$ cat src/rtl/rx_pkg.sv
// Shared constants and types for the RX comma aligner.
// Comma patterns are the 7-bit K28 "abcdeif" prefixes for both running disparities.
package rx_pkg;

  localparam int WORD_W = 10;
  localparam int WIN_W  = 2 * WORD_W;
  localparam int OFF_W  = 4;
  localparam int CNT_W  = 4;

  localparam logic [6:0] COMMA_P7 = 7'h7C;
  localparam logic [6:0] COMMA_N7 = 7'h03;

  localparam logic [WORD_W-1:0] K28_5_RDN = 10'h17C;
  localparam logic [WORD_W-1:0] K28_5_RDP = 10'h283;

  typedef enum logic [1:0] {
    LOS  = 2'd0,
    ACQ  = 2'd1,
    SYNC = 2'd2
  } align_state_t;

  function automatic logic is_comma7(input logic [6:0] seg);
    return (seg == COMMA_P7) || (seg == COMMA_N7);
  endfunction

endpackage

$ cat src/rtl/comma_search.sv
// Combinational comma finder over the 20-bit two-word window.
// Reports any hit, the lowest matching offset, and whether the current offset matches.
module comma_search
  import rx_pkg::*;
(
  input  logic [WIN_W-1:0] win_i,
  input  logic [OFF_W-1:0] offset_i,
  output logic             hit_o,
  output logic [OFF_W-1:0] hit_k_o,
  output logic             hit_here_o
);

  logic [WORD_W-1:0] match;
  logic              unused_win;

  generate
    for (genvar gi = 0; gi < WORD_W; gi++) begin : g_off
      assign match[gi] = is_comma7(win_i[gi+6:gi]);
    end
  endgenerate

  // Scan from the top down so the lowest matching offset is the one left standing.
  always_comb begin
    hit_k_o = '0;
    for (int k = WORD_W - 1; k >= 0; k--) begin
      if (match[k]) begin
        hit_k_o = OFF_W'(k);
      end
    end
  end

  assign hit_o      = |match;
  assign hit_here_o = (offset_i < OFF_W'(WORD_W)) ? match[offset_i] : 1'b0;

  // The top bits of the window only ever feed candidate data, never a comma search.
  assign unused_win = ^win_i[WIN_W-1:16];

endmodule

$ cat src/rtl/comma_aligner.sv
// 8b/10b word aligner: LOS/ACQ/SYNC lock FSM driven by comma hits and decoder errors.
// Define ALIGN_REALIGN_CNT_EN to add the saturating Realign_Count output.
module comma_aligner
  import rx_pkg::*;
#(
  parameter int LOCK_CNT    = 3,
  parameter int LOS_ERR_CNT = 4
) (
  input  logic              BitCLK_10,
  input  logic              Reset,
  input  logic [WORD_W-1:0] RxRaw_10,
  input  logic              Decode_Error,
  output logic [WORD_W-1:0] RxParallel_10,
  output logic              Comma_Detect,
  output logic              Aligned,
  output logic [OFF_W-1:0]  Align_Offset
`ifdef ALIGN_REALIGN_CNT_EN
  ,
  output logic [7:0]        Realign_Count
`endif
);

  localparam logic [CNT_W-1:0] LOCK_LIM = CNT_W'(LOCK_CNT);
  localparam logic [CNT_W-1:0] ERR_LIM  = CNT_W'(LOS_ERR_CNT);

  align_state_t      state_q, state_d;
  logic [WORD_W-1:0] prev_q;
  logic [OFF_W-1:0]  offset_q, offset_d;
  logic [CNT_W-1:0]  lock_cnt_q, lock_cnt_d;
  logic [CNT_W-1:0]  err_cnt_q, err_cnt_d;
  logic [WORD_W-1:0] rx_par_q;
  logic              comma_q;
  logic              aligned_q;
  logic [OFF_W-1:0]  align_off_q;
  logic              los_evt;

  logic [WIN_W-1:0]  win;
  logic [WORD_W-1:0] cand;
  logic              hit, hit_here, bad_evt;
  logic [OFF_W-1:0]  hit_k;

  assign win  = {RxRaw_10, prev_q};
  assign cand = WORD_W'(win >> offset_q);

  comma_search u_search (
    .win_i      (win),
    .offset_i   (offset_q),
    .hit_o      (hit),
    .hit_k_o    (hit_k),
    .hit_here_o (hit_here)
  );

  // A comma somewhere other than the locked offset is as suspicious as a decode error.
  assign bad_evt = Decode_Error || (hit && !hit_here);

  always_comb begin
    state_d    = state_q;
    offset_d   = offset_q;
    lock_cnt_d = lock_cnt_q;
    err_cnt_d  = err_cnt_q;
    los_evt    = 1'b0;
    unique case (state_q)
      LOS: begin
        if (hit) begin
          offset_d   = hit_k;
          lock_cnt_d = 4'd1;
          state_d    = (LOCK_CNT == 1) ? SYNC : ACQ;
        end
      end
      ACQ: begin
        if (hit_here) begin
          lock_cnt_d = lock_cnt_q + 4'd1;
          if (lock_cnt_q + 4'd1 == LOCK_LIM) begin
            state_d = SYNC;
          end
        end else if (hit) begin
          offset_d   = hit_k;
          lock_cnt_d = 4'd1;
        end
      end
      SYNC: begin
        if (bad_evt) begin
          if (err_cnt_q + 4'd1 == ERR_LIM) begin
            state_d    = LOS;
            err_cnt_d  = '0;
            lock_cnt_d = '0;
            los_evt    = 1'b1;
          end else begin
            err_cnt_d = err_cnt_q + 4'd1;
          end
        end else if (hit_here) begin
          err_cnt_d = '0;
        end
      end
      default: state_d = LOS;
    endcase
  end

  always_ff @(posedge BitCLK_10) begin
    if (Reset) begin
      state_q     <= LOS;
      prev_q      <= '0;
      offset_q    <= '0;
      lock_cnt_q  <= '0;
      err_cnt_q   <= '0;
      rx_par_q    <= '0;
      comma_q     <= 1'b0;
      aligned_q   <= 1'b0;
      align_off_q <= '0;
    end else begin
      state_q     <= state_d;
      prev_q      <= RxRaw_10;
      offset_q    <= offset_d;
      lock_cnt_q  <= lock_cnt_d;
      err_cnt_q   <= err_cnt_d;
      rx_par_q    <= cand;
      comma_q     <= hit_here;
      aligned_q   <= (state_d == SYNC);
      align_off_q <= offset_q;
    end
  end

  assign RxParallel_10 = rx_par_q;
  assign Comma_Detect  = comma_q;
  assign Aligned       = aligned_q;
  assign Align_Offset  = align_off_q;

`ifdef ALIGN_REALIGN_CNT_EN
  logic [7:0] realign_q;

  always_ff @(posedge BitCLK_10) begin
    if (Reset) begin
      realign_q <= '0;
    end else if (los_evt && (realign_q != 8'hFF)) begin
      realign_q <= realign_q + 8'd1;
    end
  end

  assign Realign_Count = realign_q;
`else
  logic unused_los_evt;
  assign unused_los_evt = los_evt;
`endif

endmodule

$ cat config.mk
export PLATFORM = sky130hd
export DESIGN_NAME = comma_aligner
export DESIGN_NICKNAME = d
export VERILOG_FILES = /design/src/rtl/rx_pkg.sv /design/src/rtl/comma_search.sv /design/src/rtl/comma_aligner.sv
export SDC_FILE = /design/constraint.sdc
export NUM_CORES = 1
export LEC_CHECK = 0
export CORE_ASPECT_RATIO = 0.75
export CORE_MARGIN = 5
export CORE_UTILIZATION = 55
export CTS_BUF_LIST = sky130_fd_sc_hd__clkbuf_2
export CTS_CLUSTER_SIZE = 8
export DETAILED_ROUTE_END_ITERATION = 8
export GPL_TIMING_DRIVEN = 0
export PLACE_DENSITY = 0.77
export SYNTH_ARGS = -nofsm -noshare
export SYNTH_HDL_FRONTEND = slang
export SYNTH_SLANG_ARGS = --single-unit
$ cat constraint.sdc
create_clock -name BitCLK_10 -period 4.7 [get_ports BitCLK_10]
set_input_delay 1.41 -clock BitCLK_10 [delete_from_list [all_inputs] [get_ports BitCLK_10]]
set_output_delay 1.41 -clock BitCLK_10 [all_outputs]
set_load 0.05 [all_outputs]
==> reports/results.tsv <==
stage	metric	value	unit
floorplanning	die-area	6973	um2
global_routing	gr-usage-all-layers	0.2423	
global_routing	grt_max_degree	14	
job	maxCapViolations	0	
routing	detailedRoute.firstPassIterationCount	5	
sta	max_freq	0.2465	GHz
pwr	cellInternalPower	610.8	uW
setup_path	worstSetupStartpoint	RxRaw_10[0]	
setup_path	cpMaxStageDelayCell	sky130_fd_sc_hd__clkdlybuf4s50_1	
pwr	power_leakage	1.371	nW
cells_and_area	n_fill_cell	489	
routing	iter_0_drt_violations	301	
placed_design	placement.io_buffers	28	
synth	synth.net_count	377	
routing	wire_per_inst	17.45	um
synth	prevailing_post_synth_register_cell	sky130_fd_sc_hd__dfxtp_1	
sta	fin_skew	37.67	ps
floorplanning	starting_utilization_of_the_core_area	0.5598	
routing	routed_via_density	6.283	
global_routing	global_route.overflow_total	0	
pwr	vdd_drop_max	0.1806	mV
sta	timing.final.crit_share	0.8633	
synth	postSynth.asyncResetShare	0	
placed_design	placer_congestion_estimate	1.030	
sta	hold_viol	0	
status	run_status	finished clean	
floorplanning	fp-row-count	23	
synth	synth.distinct_cells	77	
placed_design	post-dp-hpwl	6151	um
synth	area_of_the_mapped_netlist	2964	um2
sta	tightest_slew	658.9	ps
pwr	power.share.sequential	0.428	
setup_path	setup.worst_path.end_class	register	
setup_path	critical_path_required	5040	ps
global_routing	number_of_antenna_violations_at_the_first_check_in_global_routing	0	
synth	synth.yosys.seq_area_share	0.2702	
setup_path	worstPathCellList	clkdlybuf4s50_1 > clkbuf_1 > nand4_1 > o311ai_0 > a2bb2oi_1 > nand4_2 > a21oi_1 > o221a_2 > a21boi_0	
clocking	post_cts_hold_buffer_count	0	
pwr	power.density_cell_area	243.8	nW/um2
sta	timing.slew.headroom	0.5608	
clocking	cts_setup_buffers	0	
cells_and_area	num-nets-final	412	
setup_path	setup.worst_path.start_class	input pin	
setup_path	crit_family	compound AO/OA/AOI/OAI gates	
synth	count_of_mapped_cells_out_of_synthesis	356	
sta	final_period_minus_worst_setup_slack	4058	ps
sta	final.hold.worst_slack	533.7	ps
sta	final_max_slew_viol_count	0	
pwr	switching_power	231.2	uW
routing	drc_markers	0	
synth	yosys_warnings	0	
setup_path	crit_path_max_fanout	10	
routing	routed_wirelength	8151	um
pwr	power_frac_comb	0.191	
clocking	cts_made_buffers	5	
cells_and_area	areaGrowthSynthToFinish	16.50	%
routing	routed-via-count	2934	
min_path	timing.hold.worst.class	register to register	
cells_and_area	layout_common_cells	sky130_fd_sc_hd__dfxtp_1 (40), sky130_fd_sc_hd__nor2_1 (33), sky130_fd_sc_hd__nand2_1 (28), sky130_fd_sc_hd__clkdlybuf4s50_1 (28), sky130_fd_sc_hd__mux2i_1 (26)	
sta	rsz0062_at_grt	false	
sta	finalSetupViolCount	0	
floorplanning	dieWidth	94.77	um
floorplanning	die_h	73.58	um
clocking	clkSlewWorstSetupHoldPaths	230	ps
synth	number_of_flops_mapped_to_enable_cells_by_yosys	0	
pwr	pwr-share-clk	0.381	
pwr	sw_frac_of_total	0.2746	
global_routing	first_pass_grt_wire_length	13390	um
clocking	tritoncts_num_sinks	40	
clocking	clk_root_buffer_cell	sky130_fd_sc_hd__clkbuf_2	
routing	final_antenna_net_count	0	
min_path	hp-start	err_cnt_q[0]	
floorplanning	core_area	5295	um2
cells_and_area	antenna-diode-count	0	
setup_path	worst-setup-path-type	input pin to register	
setup_path	crit_path_max_incr_delay	580	ps
clocking	cts.path.max_buffers	2	
clocking	worst_skew_pair.late_latency	420	ps
setup_path	worst_ep_arrival_time	4400	ps
clocking	tritoncts	done	
synth	syn_area_per_cell	8.326	um2
cells_and_area	final_layout_size_suffix_gt1_frac	0.09694	
clocking	cts_htree_levels	2	
setup_path	worst_path_buffer_plus_inverter_count	2	
floorplanning	pin_count	29	
synth	synth.ff_latch_count	40	
cells_and_area	layout.cells.most_common	sky130_fd_sc_hd__dfxtp_1	
setup_path	worst_r2r_startpoint	prev_q[9]	
global_routing	grt_pass1_vias	2715	
clocking	cts-resized-gates	0	
sta	timing.setup.tns	0	ps
-- power by group through the flow --
stage	clock, mW	sequential [mW]	combinational, mW
floorplan	0	0.380	0.0921
global placement	0	0.366	0.155
detailed placement	0	0.366	0.157
CTS	0.324	0.360	0.158
global route	0.339	0.362	0.174
finish	0.321	0.360	0.161
-- layout make-up --
| type | count | area, um2 | area share |
|---|---|---|---|
| buffer | 25 | 105.1 | 0.03043 |
| clock buffer | 5 | 25.02 | 0.007246 |
| clock inverter | 3 | 90.09 | 0.02609 |
| inverter | 17 | 63.81 | 0.01848 |
| multi-input combinational | 274 | 1994 | 0.5775 |
| sequential | 40 | 800.8 | 0.2319 |
| tap | 75 | 93.84 | 0.02717 |
| timing repair buffer | 28 | 280.3 | 0.08116 |
-- path summary, 6_finish.rpt --
path / endpoint / depth (start not counted) / slack (ps)
max: Aligned / 9 / 640
min: err_cnt_q[0] / 2 / 530
max reg2reg: Aligned / 8 / 1750
min reg2reg: err_cnt_q[0] / 2 / 530
-- routing by layer --
layer,share of wire,track usage
met1,0.48,0.3475
met2,0.42,0.3641
met3,0.081,0.06039
met4,0.015,0.05920
met5,0,0
-- kinds of logic (layout without fill, tap and decap cells) --
| kind of cell | Yosys count | in the layout | share of synthesized area |
|---|---|---|---|
| simple gates | 136 | 136 | 0.2626 |
| flops | 40 | 40 | 0.2702 |
| buf+inv | 42 | 78 | 0.05698 |
| xor+xnor | 4 | 4 | 0.01182 |
| mux | 35 | 35 | 0.1334 |
| compound gates | 91 | 91 | 0.2313 |
| fa+ha+maj | 8 | 8 | 0.03377 |
-- cell usage after synthesis (3+ instances only) --
master | n | share of area
sky130_fd_sc_hd__mux2i_1 | 26 | 0.088
sky130_fd_sc_hd__nor3_1 | 6 | 0.010
sky130_fd_sc_hd__and3b_1 | 5 | 0.015
sky130_fd_sc_hd__nand2b_1 | 5 | 0.011
sky130_fd_sc_hd__xor2_1 | 3 | 0.0089
sky130_fd_sc_hd__nor2b_1 | 15 | 0.032
sky130_fd_sc_hd__mux2_2 | 6 | 0.023
sky130_fd_sc_hd__nor3b_1 | 5 | 0.013
sky130_fd_sc_hd__ha_1 | 8 | 0.034
sky130_fd_sc_hd__nand3_1 | 4 | 0.0068
sky130_fd_sc_hd__nor2_1 | 33 | 0.042
sky130_fd_sc_hd__o21ai_0 | 17 | 0.029
sky130_fd_sc_hd__a21oi_1 | 15 | 0.025
sky130_fd_sc_hd__dfxtp_1 | 40 | 0.27
sky130_fd_sc_hd__a211oi_1 | 10 | 0.025
sky130_fd_sc_hd__nand4_1 | 5 | 0.011
sky130_fd_sc_hd__nand2_1 | 28 | 0.035
sky130_fd_sc_hd__and3_1 | 6 | 0.013
sky130_fd_sc_hd__a31oi_1 | 4 | 0.0084
sky130_fd_sc_hd__o211ai_1 | 3 | 0.0076
sky130_fd_sc_hd__clkbuf_1 | 20 | 0.025
sky130_fd_sc_hd__inv_1 | 16 | 0.020
sky130_fd_sc_hd__nand3b_1 | 5 | 0.013
sky130_fd_sc_hd__buf_2 | 3 | 0.0051
sky130_fd_sc_hd__a31o_2 | 3 | 0.0089
-- worst register-to-register path, stage by stage (launching register included) --
cell and delay [ps]:
sky130_fd_sc_hd__dfxtp_1 470, sky130_fd_sc_hd__clkbuf_1 400, sky130_fd_sc_hd__nand4_1 210, sky130_fd_sc_hd__o311ai_0 440, sky130_fd_sc_hd__a2bb2oi_1 320, sky130_fd_sc_hd__nand4_2 340
sky130_fd_sc_hd__a21oi_1 280, sky130_fd_sc_hd__o221a_2 230, sky130_fd_sc_hd__a21boi_0 180
-- registers in the layout, indices dropped and copies added, names as in the netlist --
signal and flops:
RxParallel_10 10, prev_q 10, Align_Offset 4, err_cnt_q 4, lock_cnt_q 4, offset_q 4
state_q 2, Aligned 1, Comma_Detect 1
-- through the flow --
step	total power [mW]	area, um2	utilization	cells	setup slack [ps]
floorplan	0.4726	2964	-	356	1223
global placement	0.5207	3338	0.6304	459	368.7
detailed placement	0.5236	3338	0.6304	459	311.7
CTS	0.8416	3453	0.6522	467	730.3
global route	0.8750	3453	0.6522	467	487.1
finish	0.8420	3453	0.6522	467	642.4
(Power assumes the default switching activity.)
